[src/rtl/async_fifo_pkg.sv]
`default_nettype none
// +----------------------------------------------------------------------------+
// | Module      : async_fifo_pkg                                               |
// | Description : Shared types and constants for the async FIFO read side.     |
// | Revision    : 1.0 - initial release                                        |
// +----------------------------------------------------------------------------+
package async_fifo_pkg;

    typedef enum logic [1:0] {
        ST_INIT = 2'd0,
        ST_RUN  = 2'd1,
        ST_HALT = 2'd2
    } rd_state_t;

    localparam int SKID_DEPTH = 2;
    localparam int SKID_OCC_W = $clog2(SKID_DEPTH + 1);

    // RAM read latencies the read stream (and the FIFO top) know how to handle
    localparam int RD_LAT_MIN = 0;
    localparam int RD_LAT_MAX = 1;

endpackage
`default_nettype wire

[src/rtl/rd_skid_buf.sv]
`default_nettype none
// +----------------------------------------------------------------------------+
// | Module      : rd_skid_buf                                                  |
// | Description : Small in-order word buffer with push/pop, occupancy and head.|
// | Revision    : 1.0 - initial release                                        |
// +----------------------------------------------------------------------------+
module rd_skid_buf
    import async_fifo_pkg::*;
#(
    parameter int DATA_W = 8
) (
    input  logic                  clk,
    input  logic                  rst_n,
    input  logic                  push,
    input  logic [DATA_W-1:0]     push_data,
    input  logic                  pop,
    output logic [SKID_OCC_W-1:0] occ,
    output logic [DATA_W-1:0]     head
);

    localparam int PTR_W = (SKID_DEPTH > 1) ? $clog2(SKID_DEPTH) : 1;
    localparam logic [SKID_OCC_W-1:0] OCC_FULL = SKID_OCC_W'(SKID_DEPTH);
    localparam logic [PTR_W-1:0]      PTR_LAST = PTR_W'(SKID_DEPTH - 1);

    logic [DATA_W-1:0] slots [SKID_DEPTH];
    logic [PTR_W-1:0]  wr_ptr;
    logic [PTR_W-1:0]  rd_ptr;
    logic              do_push;
    logic              do_pop;

    function automatic logic [PTR_W-1:0] next_ptr(input logic [PTR_W-1:0] p);
        return (p == PTR_LAST) ? '0 : p + 1'b1;
    endfunction

    assign do_pop  = pop & (occ != '0);
    // A push into a full buffer is only accepted when the head leaves the same cycle
    assign do_push = push & ((occ != OCC_FULL) | do_pop);

    always_ff @(posedge clk or negedge rst_n) begin
        if (!rst_n) begin
            for (int i = 0; i < SKID_DEPTH; i++) begin
                slots[i] <= '0;
            end
            wr_ptr <= '0;
            rd_ptr <= '0;
            occ    <= '0;
        end else begin
            if (do_push) begin
                slots[wr_ptr] <= push_data;
                wr_ptr        <= next_ptr(wr_ptr);
            end
            if (do_pop) begin
                rd_ptr <= next_ptr(rd_ptr);
            end
            case ({do_push, do_pop})
                2'b10:   occ <= occ + 1'b1;
                2'b01:   occ <= occ - 1'b1;
                default: occ <= occ;
            endcase
        end
    end

    assign head = slots[rd_ptr];

endmodule
`default_nettype wire

[src/rtl/fifo_rd_stream.sv]
`default_nettype none
// +----------------------------------------------------------------------------+
// | Module      : fifo_rd_stream                                               |
// | Description : Read-domain consumer: pops the async FIFO under credit       |
// |               control and streams words out over valid/ready.             |
// | Revision    : 1.0 - initial release                                        |
// +----------------------------------------------------------------------------+
module fifo_rd_stream
    import async_fifo_pkg::*;
#(
    parameter int DATA_W = 8,
    parameter int RD_LAT = 1,
    parameter int CNT_W  = 16
) (
    input  logic              rclk,
    input  logic              rrst_n,
    input  logic              enable,
    input  logic              rempty,
    output logic              rinc,
    input  logic [DATA_W-1:0] rdata,
    output logic              m_valid,
    output logic [DATA_W-1:0] m_data,
    input  logic              m_ready,
    output logic [CNT_W-1:0]  rd_cnt,
    output logic              busy
);

    localparam logic [SKID_OCC_W:0] CREDITS = (SKID_OCC_W + 1)'(SKID_DEPTH);

    rd_state_t             state;
    rd_state_t             state_nxt;
    logic [SKID_OCC_W-1:0] occ;
    logic [SKID_OCC_W:0]   used;
    logic [SKID_OCC_W:0]   avail_used;
    logic                  inflight;
    logic                  xfer;
    logic                  pop;
    logic                  skid_push;

    generate
        if (RD_LAT < RD_LAT_MIN || RD_LAT > RD_LAT_MAX) begin : g_bad_rd_lat
            $error("fifo_rd_stream: RD_LAT must be 0 or 1");
        end
    endgenerate

    assign xfer       = m_valid & m_ready;
    assign used       = {1'b0, occ} + {{SKID_OCC_W{1'b0}}, inflight};
    // A transfer this cycle frees its slot in time for a new pop
    assign avail_used = used - {{SKID_OCC_W{1'b0}}, xfer};

    always_ff @(posedge rclk or negedge rrst_n) begin
        if (!rrst_n) begin
            state <= ST_INIT;
        end else begin
            state <= state_nxt;
        end
    end

    always_comb begin
        state_nxt = state;
        pop       = 1'b0;
        case (state)
            ST_INIT: state_nxt = ST_RUN;
            ST_RUN: begin
                if (!enable) begin
                    state_nxt = ST_HALT;
                end
                pop = enable & ~rempty & (avail_used < CREDITS);
            end
            ST_HALT: begin
                if (enable) begin
                    state_nxt = ST_RUN;
                end
            end
            default: state_nxt = ST_INIT;
        endcase
    end

    assign rinc = pop;

    generate
        if (RD_LAT == 0) begin : g_lat0
            assign inflight  = 1'b0;
            assign skid_push = pop;
        end else begin : g_lat1
            logic inflight_q;
            always_ff @(posedge rclk or negedge rrst_n) begin
                if (!rrst_n) begin
                    inflight_q <= 1'b0;
                end else begin
                    inflight_q <= pop;
                end
            end
            assign inflight  = inflight_q;
            assign skid_push = inflight_q;
        end
    endgenerate

    rd_skid_buf #(
        .DATA_W (DATA_W)
    ) u_skid (
        .clk       (rclk),
        .rst_n     (rrst_n),
        .push      (skid_push),
        .push_data (rdata),
        .pop       (xfer),
        .occ       (occ),
        .head      (m_data)
    );

    assign m_valid = (occ != '0);
    assign busy    = m_valid | inflight;

    always_ff @(posedge rclk or negedge rrst_n) begin
        if (!rrst_n) begin
            rd_cnt <= '0;
        end else if (xfer) begin
            rd_cnt <= rd_cnt + 1'b1;
        end
    end

endmodule
`default_nettype wire
[config.mk]
export PLATFORM = sky130hd
export DESIGN_NAME = fifo_rd_stream
export DESIGN_NICKNAME = d
export VERILOG_FILES = /design/src/rtl/async_fifo_pkg.sv /design/src/rtl/rd_skid_buf.sv /design/src/rtl/fifo_rd_stream.sv
export SDC_FILE = /design/constraint.sdc
export NUM_CORES = 1
export LEC_CHECK = 0
export BUFFER_PORTS_ARGS = -buffer_cell sky130_fd_sc_hd__buf_2
export CAP_MARGIN = 10
export CORE_MARGIN = 2
export CORE_UTILIZATION = 53
export CTS_BUF_LIST = sky130_fd_sc_hd__clkbuf_4 sky130_fd_sc_hd__clkbuf_8 sky130_fd_sc_hd__clkbuf_16
export CTS_CLUSTER_SIZE = 25
export DETAILED_ROUTE_END_ITERATION = 7
export PLACE_DENSITY = 0.78
export SYNTH_ARGS = -nofsm -noshare
export SYNTH_HDL_FRONTEND = slang
export SYNTH_SLANG_ARGS = --single-unit
[constraint.sdc]
create_clock -name rclk -period 2.9 [get_ports rclk]
set_clock_uncertainty 0.15 [all_clocks]
set_input_delay 0.29 -clock rclk [delete_from_list [all_inputs] [get_ports rclk]]
set_output_delay 0.29 -clock rclk [all_outputs]
set_load 0.03 [all_outputs]
==> metrics.cfg <==
[outcome]
status = finished clean

[die]
core_um2 = 3311
rows = 21
io_pins = 40
start_util_pct = 54.38
dieArea_um2 = 3879
die_h_um = 62.29
die_w_um = 62.29

[global_route]
grt_usage_pct = 19.38
grt_overflow_total = 0
grt_pass1_wl_mm = 5.892
antenna_found_initial = 0
grt_max_degree = 40
grt_pass1_vias = 1238

[layout]
fin_nets = 210
layout-drive-gt1-share_pct = 42.78
fin_area_um2 = 2248
num_antenna_cells = 0
fillers = 265
syn_to_final_growth_pct = 24.88

[power_and_ir_drop]
p_sw_mw = 0.9021
power_frac_comb_pct = 43.8
internal_power_mw = 1.328
p_leak_nw = 1.122
p_per_area_nw_per_um2 = 991.9
pwr-share-seq_pct = 40.0
ir_drop_v = 0.0007600
power_frac_clock_pct = 16.1
p_sw_share_pct = 40.45

[worst_setup_path]
critical_path.top_delay_family = adder cells
worstReg2RegEnd = g_lat1.inflight_q
worst_path_largest_cell_delay_ns = 0.52
startpoint = u_skid.occ[0]
cp.arrival_ns = 2.38
cp-end-kind = output pin
critPathMaxFanout = 2
crit_type = flip-flop to output pin
worst-path-buf-inv = 2
path_depth = 8
r2r_slack_ns = 0.72
worstRegToRegCells = 8
worstSetupEndpoint = rinc
r2r_start = u_skid.occ[0]
critPathRequiredTime_ns = 2.46
startpoint_type = flip-flop
path_cells = o21ai_4 > inv_2 > ha_4 > nand2b_4 > fa_1 > nand4_1 > nor3_2 > buf_4
slowest_stage = fa_1

[timing]
setup_viol = 0
hold_slack_ns = 0.02382
slew_violations = 0
finalWorstSetupSlack_ns = 0.08046
post-route-period-util_pct = 97.23
period_needed_ns = 2.820
tightest_slew_ns = 0.8557
hold_viol_final = 0
rsz0062_at_grt = yes
setup_tns_ns = 0
maxSlewHeadroom_pct = 42.95
fmax_mhz = 354.7

[logic_synthesis]
yosysWarnings = 0
synth_fp_nets = 156
async_reset_ff_share_pct = 100.0
yosysUniqueCellTypes = 29
synth_top_area_share_pct = 54.20
ys_ff_latch = 39
synth_area_um2 = 1800
netlist_instances = 139
synth_ff_type = dfrtp_1
yosysTopAreaCell = dfrtp_1
synthTopCellsByArea = dfrtp_1, mux2_2, xnor2_1
syn_avg_cell_area_um2 = 12.95
seq_area_frac_synth_pct = 54.20
synth_edf_count = 0

[routing]
final_antenna_net_count = 0
wirelength_mm = 3.419
drt_first_pass_iters = 4
post_drt_wl_per_cell_um = 14.25
drc = 0
drtIter0Drc = 43
via_per_inst = 5.025
vias = 1206

[cts]
cts_sinks = 39
numCtsBuffers = 5
cts_max_path_buffers = 2
cts_tree = built
cts-htree-levels = 2
cts_root_buf = clkbuf_4
path_clk_slew_ns = 0.12
clock_latency_ns = 0.34

[placed_design]
dpl_worst_slack_ns = 0.2175
hpwl_mm = 2.378
gp_congestion = 0.7582
placed_area_um2 = 2064
portBuffers = 39

[worst_hold_path]
hp-class = primary input to flip-flop

[run]
drv_cap = 0

cell type report:
type	instances	area [um2]	area share, %
sequential	39	977.2	43.46
clock inverter	3	43.79	1.948
timing repair buffer	49	284.0	12.63
multi-input combinational	90	818.3	36.39
inverter	8	30.03	1.336
tap	46	57.56	2.560
clock buffer	5	37.54	1.669
worst register-to-register path, cell delays in order (launching register included):
cell,delay [ns]
dfrtp_1,0.45
o21ai_4,0.16
inv_2,0.07
ha_4,0.21
nand2b_4,0.14
fa_1,0.52
nand4_1,0.10
nor3_2,0.19
buf_4,0.13
power by group through the flow:
| stage | combinational [mW] | sequential [mW] | clock (mW) |
|---|---|---|---|
| 3_3_place_gp | 0.856 | 0.886 | 0 |
| 2_1_floorplan | 0.624 | 0.918 | 0 |
| 6_report | 0.977 | 0.893 | 0.360 |
| 5_1_grt | 1.05 | 0.921 | 0.396 |
| 4_1_cts | 0.955 | 0.887 | 0.375 |
| 3_5_place_dp | 0.888 | 0.906 | 0 |
logic make-up after synthesis:
group,synth area share [%]
buffers and inverters,2.154
XOR/XNOR,10.22
AND/OR/NAND/NOR,11.26
adder cells (fa/ha/maj),3.753
flip-flops,54.20
multiplexers,15.01
AO/OA/AOI/OAI,3.405
what timing repair did:
item / in CTS / in global routing
endpoints found under the setup margin: 1 / 1
gates resized for setup: 6 / 1
endpoints found under the hold margin: 40 / 1
pin swaps: 4 / 3
buffers inserted: 2 / 3
hold buffers: 2 / 1
cloned: 0 / 0
how the worst min path moves through the flow:
stage,startpoint,to,slack [ns],cells past startpoint
after CTS,rdata[6],u_skid.slots[14],0.001,2
after global placement,rrst_n,u_skid.slots[10],0.28,1
after floorplan,rrst_n,g_lat1.inflight_q,-0.16,0
final,rdata[2],u_skid.slots[10],0.02,2
after detailed placement,rrst_n,u_skid.slots[0],0.29,1
after global routing,rdata[5],u_skid.slots[13],0.003,2
cell usage after synthesis (2+ instances only):
cell type and instances:
and4_1 2, dfrtp_1 39, ha_1 3, inv_1 6
inv_2 2, mux2_1 8, mux2_2 16, nand2_1 11
nand4_1 5, nor2_1 6, nor3_1 2, or3_1 3
xnor2_1 15, xor2_1 6
registers in the layout, summed over array words and instances (netlist names):
signal             cells
u_skid.slots          16
u_skid.wr_ptr          1
state                  2
u_skid.rd_ptr          1
u_skid.occ             2
g_lat1.inflight_q      1
rd_cnt                16
placed cells by master (no fill, tap or decap):
cell type,synthesis,layout
dlygate4sd3_1,0,3
mux2_1,8,8
nor3_2,1,2
nor3_1,2,1
buf_6,0,1
buf_4,0,7
nand2b_4,0,1
fa_1,1,1
o21ai_4,0,1
and3_1,1,1
inv_1,6,5
dfrtp_2,0,1
and4_1,2,2
nand4_1,5,5
o311ai_4,1,1
inv_2,2,3
maj3_1,1,1
clkinv_2,0,1
mux2_2,16,16
dfrtp_1,39,38
nor2_2,1,1
buf_2,1,38
and2_1,1,1
clkbuf_4,0,5
ha_4,0,1
o21ai_0,1,1
nand3_1,1,1
ha_1,3,2
nor2_1,6,6
xnor2_1,15,15
clkinv_4,0,1
o31ai_4,1,1
xor2_1,6,6
or3_1,3,3
bufinv_16,0,1
nand2_1,11,11
nand4_4,1,1
through the flow:
step | power, mW | std cells | util [%]
finish | 2.230 | 240 | 67.91
global route | 2.372 | 240 | 67.91
CTS | 2.217 | 236 | 66.70
detailed placement | 1.794 | 224 | 62.36
global placement | 1.742 | 224 | 62.36
floorplan | 1.542 | 139 | -
metal layers:
metal | part of all wire (%) | GRT usage, %
met1 | 42 | 23.79
met4 | 1.5 | 8.056
met2 | 52 | 32.07
met3 | 4.8 | 5.797
met5 | 0 | 0
(Power assumes the default switching activity.)
